[config.mk]
export PLATFORM = sky130hd
export DESIGN_NAME = ysyx_24120013_gpr_flat
export DESIGN_NICKNAME = d
export VERILOG_FILES = /design/src/rtl/ysyx_24120013_gpr_pkg.sv /design/src/rtl/ysyx_24120013_gpr_if.sv /design/src/rtl/ysyx_24120013_scoreboard.sv /design/src/rtl/ysyx_24120013_gpr.sv /design/src/flat_wrapper.sv
export SDC_FILE = /design/constraint.sdc
export NUM_CORES = 2
export LEC_CHECK = 0
export BUFFER_PORTS_ARGS = -buffer_cell sky130_fd_sc_hd__buf_2
export CAP_MARGIN = 10
export CELL_PAD_IN_SITES_DETAIL_PLACEMENT = 1
export CELL_PAD_IN_SITES_GLOBAL_PLACEMENT = 2
export CORE_MARGIN = 1
export CORE_UTILIZATION = 30
export DETAILED_ROUTE_END_ITERATION = 7
export PLACE_DENSITY = 0.67
export SLEW_MARGIN = 20
export SYNTH_ARGS = -nofsm -noshare
export SYNTH_HDL_FRONTEND = slang
export SYNTH_HIERARCHICAL = 1
export SYNTH_SLANG_ARGS = --single-unit
[constraint.sdc]
create_clock -name clk -period 10.35 [get_ports clk]
set_clock_uncertainty 0.15 [all_clocks]
set_input_delay 0 -clock clk [delete_from_list [all_inputs] [get_ports clk]]
set_output_delay 0 -clock clk [all_outputs]
set_load 0.005 [all_outputs]
[src/rtl/ysyx_24120013_gpr_pkg.sv]
// Shared GPR constants for the IDU, EXU and register file.
// Register count helper keeps per-instance widths consistent.
package ysyx_24120013_gpr_pkg;

   localparam int unsigned GPR_ADDR_WIDTH = 5;
   localparam int unsigned GPR_DATA_WIDTH = 32;
   localparam int unsigned NUM_REGS       = 1 << GPR_ADDR_WIDTH;
   localparam int unsigned REG_ZERO       = 0;

   function automatic int unsigned num_regs(input int unsigned addr_width);
      return 1 << addr_width;
   endfunction

endpackage

[src/rtl/ysyx_24120013_gpr_if.sv]
// Execute-stage write-back channel into the register file (valid/ready).
interface ysyx_24120013_gpr_if
   import ysyx_24120013_gpr_pkg::*;
#(
   parameter int unsigned ADDR_WIDTH = GPR_ADDR_WIDTH,
   parameter int unsigned DATA_WIDTH = GPR_DATA_WIDTH
);

   logic                  wb_valid;
   logic                  wb_ready;
   logic                  wb_wen;
   logic [ADDR_WIDTH-1:0] wb_waddr;
   logic [DATA_WIDTH-1:0] wb_wdata;

   modport master (output wb_valid, wb_wen, wb_waddr, wb_wdata, input wb_ready);
   modport slave  (input wb_valid, wb_wen, wb_waddr, wb_wdata, output wb_ready);

endinterface

[src/rtl/ysyx_24120013_scoreboard.sv]
// Per-register pending bits: set on issue, cleared on write-back handshake.
// Flags a sticky error when a write-back arrives for a register nobody issued.
module ysyx_24120013_scoreboard
   import ysyx_24120013_gpr_pkg::*;
#(
   parameter int unsigned ADDR_WIDTH = GPR_ADDR_WIDTH
) (
   input  logic                         clk,
   input  logic                         rst,
   input  logic                         wb_hs,
   input  logic [ADDR_WIDTH-1:0]        wb_waddr,
   input  logic                         iss_valid,
   input  logic [ADDR_WIDTH-1:0]        iss_rd,
   output logic [(1<<ADDR_WIDTH)-1:0]   pending,
   output logic                         wb_err
);

   logic                       iss_set;
   logic                       stray_wb;
   logic [(1<<ADDR_WIDTH)-1:0] pending_next;

   assign iss_set  = iss_valid && (iss_rd != ADDR_WIDTH'(REG_ZERO));
   assign stray_wb = wb_hs && (wb_waddr != ADDR_WIDTH'(REG_ZERO)) && !pending[wb_waddr]
                     && !(iss_set && (iss_rd == wb_waddr));

   // Clear first, then set, so a same-cycle issue to the same index wins.
   always_comb begin
      pending_next = pending;
      if (wb_hs)
         pending_next[wb_waddr] = 1'b0;
      if (iss_set)
         pending_next[iss_rd] = 1'b1;
   end

   always_ff @(posedge clk) begin
      if (!rst) begin
         pending <= '0;
         wb_err  <= 1'b0;
      end else begin
         pending <= pending_next;
         if (stray_wb)
            wb_err <= 1'b1;
      end
   end

endmodule

[src/rtl/ysyx_24120013_gpr.sv]
// NPC general-purpose register file: x0 hardwired to zero, one write per cycle,
// two combinational read ports with write-first bypass and pending status.
module ysyx_24120013_gpr
   import ysyx_24120013_gpr_pkg::*;
#(
   parameter int unsigned ADDR_WIDTH = GPR_ADDR_WIDTH,
   parameter int unsigned DATA_WIDTH = GPR_DATA_WIDTH
) (
   input  logic                  clk,
   input  logic                  rst,
   ysyx_24120013_gpr_if.slave    wb,
   input  logic                  iss_valid,
   input  logic [ADDR_WIDTH-1:0] iss_rd,
   input  logic [ADDR_WIDTH-1:0] raddr1,
   input  logic [ADDR_WIDTH-1:0] raddr2,
   output logic [DATA_WIDTH-1:0] rdata1,
   output logic [DATA_WIDTH-1:0] rdata2,
   output logic                  rvalid1,
   output logic                  rvalid2,
   output logic                  wb_err
);

   localparam int unsigned NREGS = num_regs(ADDR_WIDTH);

   logic [DATA_WIDTH-1:0] regs [NREGS];
   logic [NREGS-1:0]      pending;
   logic                  wb_hs;
   logic                  wr_fire;

   assign wb_hs   = wb.wb_valid && wb.wb_ready;
   assign wr_fire = wb_hs && wb.wb_wen && (wb.wb_waddr != ADDR_WIDTH'(REG_ZERO));

   always_ff @(posedge clk) begin
      if (!rst)
         wb.wb_ready <= 1'b0;
      else
         wb.wb_ready <= 1'b1;
   end

   always_ff @(posedge clk) begin
      if (!rst) begin
         for (int unsigned i = 0; i < NREGS; i++)
            regs[i] <= '0;
      end else if (wr_fire) begin
         regs[wb.wb_waddr] <= wb.wb_wdata;
      end
   end

   ysyx_24120013_scoreboard #(
      .ADDR_WIDTH (ADDR_WIDTH)
   ) u_scoreboard (
      .clk       (clk),
      .rst       (rst),
      .wb_hs     (wb_hs),
      .wb_waddr  (wb.wb_waddr),
      .iss_valid (iss_valid),
      .iss_rd    (iss_rd),
      .pending   (pending),
      .wb_err    (wb_err)
   );

   always_comb begin
      rdata1  = regs[raddr1];
      rvalid1 = !pending[raddr1];
      if (raddr1 == ADDR_WIDTH'(REG_ZERO)) begin
         rdata1  = '0;
         rvalid1 = 1'b1;
      end else if (wr_fire && (wb.wb_waddr == raddr1)) begin
         rdata1  = wb.wb_wdata;
         rvalid1 = 1'b1;
      end
   end

   always_comb begin
      rdata2  = regs[raddr2];
      rvalid2 = !pending[raddr2];
      if (raddr2 == ADDR_WIDTH'(REG_ZERO)) begin
         rdata2  = '0;
         rvalid2 = 1'b1;
      end else if (wr_fire && (wb.wb_waddr == raddr2)) begin
         rdata2  = wb.wb_wdata;
         rvalid2 = 1'b1;
      end
   end

endmodule

[src/flat_wrapper.sv]
// flat-port wrapper written by rule: the top's interface ports become plain ports
module ysyx_24120013_gpr_flat import ysyx_24120013_gpr_pkg::*;
#(
   parameter int unsigned ADDR_WIDTH = GPR_ADDR_WIDTH,
   parameter int unsigned DATA_WIDTH = GPR_DATA_WIDTH
)
  (clk, rst, iss_valid, iss_rd, raddr1, raddr2, rdata1, rdata2, rvalid1, rvalid2, wb_err, wb_wb_valid, wb_wb_wen, wb_wb_waddr, wb_wb_wdata, wb_wb_ready);
  ysyx_24120013_gpr_if #(.ADDR_WIDTH(ADDR_WIDTH), .DATA_WIDTH(DATA_WIDTH)) wb_i ();
  input  logic clk;
  input  logic rst;
  input  logic iss_valid;
  input  logic [ADDR_WIDTH-1:0] iss_rd;
  input  logic [ADDR_WIDTH-1:0] raddr1;
  input  logic [ADDR_WIDTH-1:0] raddr2;
  output logic [DATA_WIDTH-1:0] rdata1;
  output logic [DATA_WIDTH-1:0] rdata2;
  output logic rvalid1;
  output logic rvalid2;
  output logic wb_err;
  input wire logic [$bits(wb_i.wb_valid)-1:0] wb_wb_valid;
  input wire logic [$bits(wb_i.wb_wen)-1:0] wb_wb_wen;
  input wire logic [$bits(wb_i.wb_waddr)-1:0] wb_wb_waddr;
  input wire logic [$bits(wb_i.wb_wdata)-1:0] wb_wb_wdata;
  output wire logic [$bits(wb_i.wb_ready)-1:0] wb_wb_ready;
  assign wb_i.wb_valid = wb_wb_valid;
  assign wb_i.wb_wen = wb_wb_wen;
  assign wb_i.wb_waddr = wb_wb_waddr;
  assign wb_i.wb_wdata = wb_wb_wdata;
  assign wb_wb_ready = wb_i.wb_ready;
  ysyx_24120013_gpr #(.ADDR_WIDTH(ADDR_WIDTH), .DATA_WIDTH(DATA_WIDTH)) u_core (.clk(clk), .rst(rst), .wb(wb_i), .iss_valid(iss_valid), .iss_rd(iss_rd), .raddr1(raddr1), .raddr2(raddr2), .rdata1(rdata1), .rdata2(rdata2), .rvalid1(rvalid1), .rvalid2(rvalid2), .wb_err(wb_err));
endmodule
Yosys cells after proc, flatten, opt, wreduce, memory -nomap -nowiden
Memory sizes are Yosys's and may differ from the RTL's.
Cells that the tools add are included.
- memory bits (writable): 1024
- input port bits: 57
- logic and storage cells: 65
- memories kept: 1
- flip-flop bits (word level): 34
- output and inout port bits: 68
- reduce and logical (&&, ||, !) cells: 21
- eq/ne operators: 3
- bitwise operators: 3
- mux-type cells: 28
- order comparisons: 6
- memory list (memory ; words ; width ; read ports ; clocked after memory_dff ; write ports ; RTL line ; source):
    u_core.regs ; 32 ; 32 ; 2 ; 0 ; 32 ; ysyx_24120013_gpr.sv:25 ; logic [DATA_WIDTH-1:0] regs [NREGS];
- operators with widths (operator ; number):
    2-to-1 mux 32 bit ; 7
    AND 32 bit ; 1
    NOT 32 bit ; 1
    bitwise OR 32 bit ; 1
    OR reduction 32 bit ; 1
    < comparator 5 x 6 -> 1 bit (second input constant) ; 4
    binary-select mux 1 bit (select 5 bit) ; 3
    equality test 5 bit ; 3
    2-to-1 mux 1 bit ; 15
    logical AND 1 bit ; 12
    demux 1 bit (select 5 bit) ; 2
    greater-or-equal comparator 5 x 1 -> 1 bit (second input constant) ; 2
    zero test 5 bit ; 2
    nonzero test 5 bit ; 2
    2-to-1 mux 5 bit ; 1
    zero test 1 bit ; 4

Depth between registers and ports, before layout
- depth in word-level cells: 9
- mapped depth: 10
- gate-level depth less buffers: 5

Cells and area by module
The synthesis kept the hierarchy.
- modules (own cells, without submodules) (module ; area each (um2) ; cells an instance ; sequential area each (um2) ; instances):
    ysyx_24120013_gpr ; 55594.6 ; 3790 ; 30769.5 ; 1
    ysyx_24120013_scoreboard ; 1834.3 ; 218 ; 660.6 ; 1

Worst setup path before layout
OpenSTA, ideal clock, no wires.
- path type: reg-to-reg
- from: register u_core.wb.wb_ready
- to: memory u_core/regs[24][0] in the netlist's numbering, enable pin
- buffers on the path: 1
- clock period less this slack: 3976 ps
- path slack: 6374 ps
- data arrival time: 3360 ps
- stages on the path, launching flop included: 6
- required time: 9734 ps
- setup time: 466 ps
- cells stage by stage: dfxtp_1 > and4_1 > nor2b_1 > nand3b_1 > clkbuf_1 > o21ai_0
- RTL lines (what ; RTL line ; source):
    start: declaration ; ysyx_24120013_gpr_if.sv:16 ; modport slave (input wb_valid, wb_wen, wb_waddr, wb_wdata, output wb_ready);
    start signal: assignment ; ysyx_24120013_gpr.sv:35 ; wb.wb_ready <= 1'b0;
    start signal: assignment ; ysyx_24120013_gpr.sv:37 ; wb.wb_ready <= 1'b1;
    end: declaration ; ysyx_24120013_gpr.sv:25 ;

Worst setup path in the final report
- from: input wb_wb_waddr[2]
- to: output rdata2[19]
- cells in the longest elaborated chain, start to end: 5
- elaborated cells between the ends (all ways): 6
- those cells by class: 1 x eq/ne; 2 x mux; 3 x reduce/logical
- ends and longest elaborated chain (what ; RTL line ; source):
    start: declaration ; flat_wrapper.sv:22 ; input wire logic [$bits(wb_i.wb_waddr)-1:0] wb_wb_waddr;
    nonzero test 5 bit ; ysyx_24120013_gpr.sv:31 ; assign wr_fire = wb_hs && wb.wb_wen && (wb.wb_waddr != ADDR_WIDTH'(REG_ZERO));
    logical AND 1 bit ; ysyx_24120013_gpr.sv:31 ;
    logical AND 1 bit * ; ysyx_24120013_gpr.sv:80 ; end else if (wr_fire && (wb.wb_waddr == raddr2)) begin
    2-to-1 mux 32 bit * ; ysyx_24120013_gpr.sv:80 ;
    2-to-1 mux 32 bit * ; ysyx_24120013_gpr.sv:77 ; if (raddr2 == ADDR_WIDTH'(REG_ZERO)) begin
    end: declaration ; flat_wrapper.sv:16 ; output logic [DATA_WIDTH-1:0] rdata2;
Every way passes the cells marked *; elsewhere a longest branch is shown, timed or not.

==> impl_metrics.ini <==
[placement]
gp_congestion = 0.810
port_buffers = 124
dp_cells = 6352
placed_area_sq_um = 61100
pre_cts_slack_ns = 6.08
dpl.hpwl_mm = 124

[power]
combPwrFrac_pct = 11.2
leakage_uw = 0.0236
power.total_uw = 10200
clockPowerShare_pct = 41.3
power_density_nw_per_um2 = 156
p_sw_share_pct = 25.7
p_int_uw = 7610
p_sw_uw = 2630
power_frac_seq_pct = 47.5
ir_drop_uv = 144

[sta]
clock.fmax_mhz = 220
fin_setup_tns_ns = 0
rsz0062_at_grt = false
tightest_slew_ns = 1.17
fin_crit_ns = 4.55
finalCritPeriodShare_pct = 44.0
setup_slack_ns = 5.80
setup_viol = 0
slew_violations = 0
hold_violations = 0
relSlewSlack_pct = 19.9

[cells_and_area]
stdcell_count = 6639
fillCellCount = 19589
postLayoutCellArea_sq_um = 65500
syn2layout_area_growth_pct = 14.0
fin_nets = 4076
drive_gt1_share_pct = 22.8

[run_status]
outcome = completed

[synthesis]
syn_avg_cell_area_sq_um = 14.3
synth_area_leaders = edfxtp_1, mux4_2, and2_1
yosys.cell_count.top_type = edfxtp_1
ys_seq_area_share_pct = 54.7
ys_top_cells_by_count = edfxtp_1, and2_1, mux4_2, clkbuf_1, mux2i_1
synthCells = 4008
netlist_area_sq_um = 57400
synth-seq-cells = 1058
ys_types = 64
yosysWarnings = 6
synth_top_area_share_pct = 53.5
dominantRegCellSynth = edfxtp_1
async_flop_share_pct = 0
synth-edff-count = 1024
yosysTopAreaCell = edfxtp_1

[clock_tree]
clk_pin_slew_ns = 0.06
clock_latency_ns = 0.74
clock_sinks = 1058
cts_tree = yes
cts-buffers-inserted = 117
root_buffer = clkbuf_16
cts.htree.levels = 3
cts_buffer_depth = 3
post-cts-setup-buffer-count = 0

[run]
cap_violations = 0

[critical_path]
cp.arrival_ns = 4.40
cp.required_ns = 10.20
rrSetupSlack_ns = 7.11
setup.worst_path.class = in2out
critPathMaxFanout = 36
worstSetupStartpointType = input pin
end_kind = output port

[detailed_routing]
wirelength_mm = 226
dr.first_iter.drc_count = 3836
dr_total_vias = 38440
ant_nets = 0
wl_per_cell_um = 34.0
drc = 0
drt_pass1_iterations = 5
drt-vias-per-instance = 5.79

[floorplanning]
die-height_um = 440
die_w_um = 440
row_count = 160
dieArea_sq_um = 193000
core_sq_um = 190000
start_util_pct = 30.2
boundaryPins = 125

[global_routing]
grt_pass1_vias = 39821
grt_max_degree = 108
grt_usage_pct = 22.9
grt_pass1_wl_mm = 313
overflow = 0
antenna_found_initial = 11

[worst_hold_path]
hp-class = in2reg
area by class of cell:
| cell class | count | area, sq um | share of cell area [%] |
|---|---|---|---|
| Sequential cell | 1058 | 31400 | 48.0 |
| Multi-Input combinational cell | 2542 | 24900 | 38.0 |
| Tap cell | 2511 | 3140 | 4.80 |
| Clock buffer | 143 | 3050 | 4.65 |
| Timing Repair Buffer | 298 | 2220 | 3.39 |
| Clock inverter | 75 | 744 | 1.14 |
| Antenna cell | 10 | 25.0 | 0.0382 |
| Inverter | 2 | 7.51 | 0.0115 |
state kept, by name, indices dropped and copies added (netlist names):
| register | flops |
|---|---|
| u_core/u_scoreboard/pending | 32 |
| u_core/regs | 1024 |
| u_core/u_scoreboard/wb_err | 1 |
| u_core/wb.wb_ready | 1 |
layout by cell type, fill, tap and decap left out, types with 16 or more instances in the layout:
| master | Yosys | routed |
|---|---|---|
| edfxtp_1 | 1024 | 1024 |
| and2_1 | 998 | 997 |
| mux4_2 | 410 | 410 |
| mux2i_1 | 280 | 280 |
| clkbuf_16 | 0 | 118 |
| buf_2 | 79 | 115 |
| buf_4 | 31 | 114 |
| nand2_1 | 90 | 90 |
| a22oi_1 | 58 | 58 |
| a221oi_1 | 58 | 58 |
| dlygate4sd3_1 | 0 | 57 |
| o22ai_1 | 56 | 56 |
| a211oi_1 | 41 | 41 |
| mux2_2 | 41 | 41 |
| a21oi_1 | 41 | 41 |
| o21ai_0 | 68 | 37 |
| a221o_1 | 35 | 35 |
| clkinv_1 | 1 | 34 |
| dfxtp_1 | 34 | 34 |
| nor2_4 | 0 | 33 |
| a32o_1 | 32 | 32 |
| conb_1 | 1 | 32 |
| o221ai_1 | 31 | 31 |
| o21ai_4 | 0 | 31 |
| a21boi_0 | 31 | 31 |
| clkbuf_1 | 305 | 25 |
| a211o_1 | 23 | 23 |
| o21bai_1 | 21 | 21 |
| a2111oi_0 | 23 | 18 |
| clkinv_2 | 0 | 16 |
critical path: stages:
cell and delay [ns]:
dlygate4sd3_1 0.55, buf_2 0.31, or3_1 0.77, o311ai_4 0.52
nor3_4 0.08, buf_4 0.25, buf_4 0.32, a2111oi_0 1.02
a211o_1 0.34, buf_2 0.17
worst paths after layout:
| path | from | endpoint | cells past startpoint |
|---|---|---|---|
| min reg2reg | u_core/u_scoreboard/pending[24] | u_core/u_scoreboard/pending[24] | 2 |
| max reg2reg | u_core/wb.wb_ready | u_core/regs[15][27] | 4 |
| min | rst | u_core/u_scoreboard/pending[30] | 3 |
| max | wb_wb_waddr[2] | rdata2[19] | 10 |
routing by layer:
layer | vias up | wire length (um) | GRT usage (%) | part of all wire, %
met5 | - | 0 | 0 | 0
met3 | 400 | 14500 | 3.30 | 6.4
met1 | 20800 | 89100 | 28.7 | 40
met2 | 1689 | 111000 | 38.9 | 49
li1 | 15551 | - | - | -
met4 | 0 | 10500 | 10.7 | 4.7
stage by stage:
stage               utilization, %  hold WS (ns)
detailed placement            32.1         0.210
CTS                           34.4        0.0183
floorplan                        -        -0.122
finish                        34.4        0.0776
global placement              32.1         0.198
global route                  34.4        0.0860
kinds of logic (layout without fill, tap and decap cells):
kind of cell / after synthesis / after routing / synth area share [%]
compound gates: 539 / 539 / 7.12
xor+xnor: 15 / 15 / 0.229
buf+inv: 439 / 518 / 3.31
flops: 1058 / 1058 / 54.7
mux: 732 / 732 / 21.8
other cells: 1 / 42 / 0.00653
simple gates: 1224 / 1224 / 12.8
repair_timing:
item                      4_1_cts  5_1_grt
hold buffers                   57        0
hold endpoints to repair     1026        0
gates resized for setup         0        0
power by group through the flow:
stage	sequential, uW	combinational (uW)	clock [uW]
finish	4870	1150	4230
global route	4880	1180	4450
detailed placement	4950	1120	0
global placement	4940	1110	0
CTS	4860	1140	4310
floorplan	4940	638	0
Note: power is estimated with default switching activity, not from simulation.
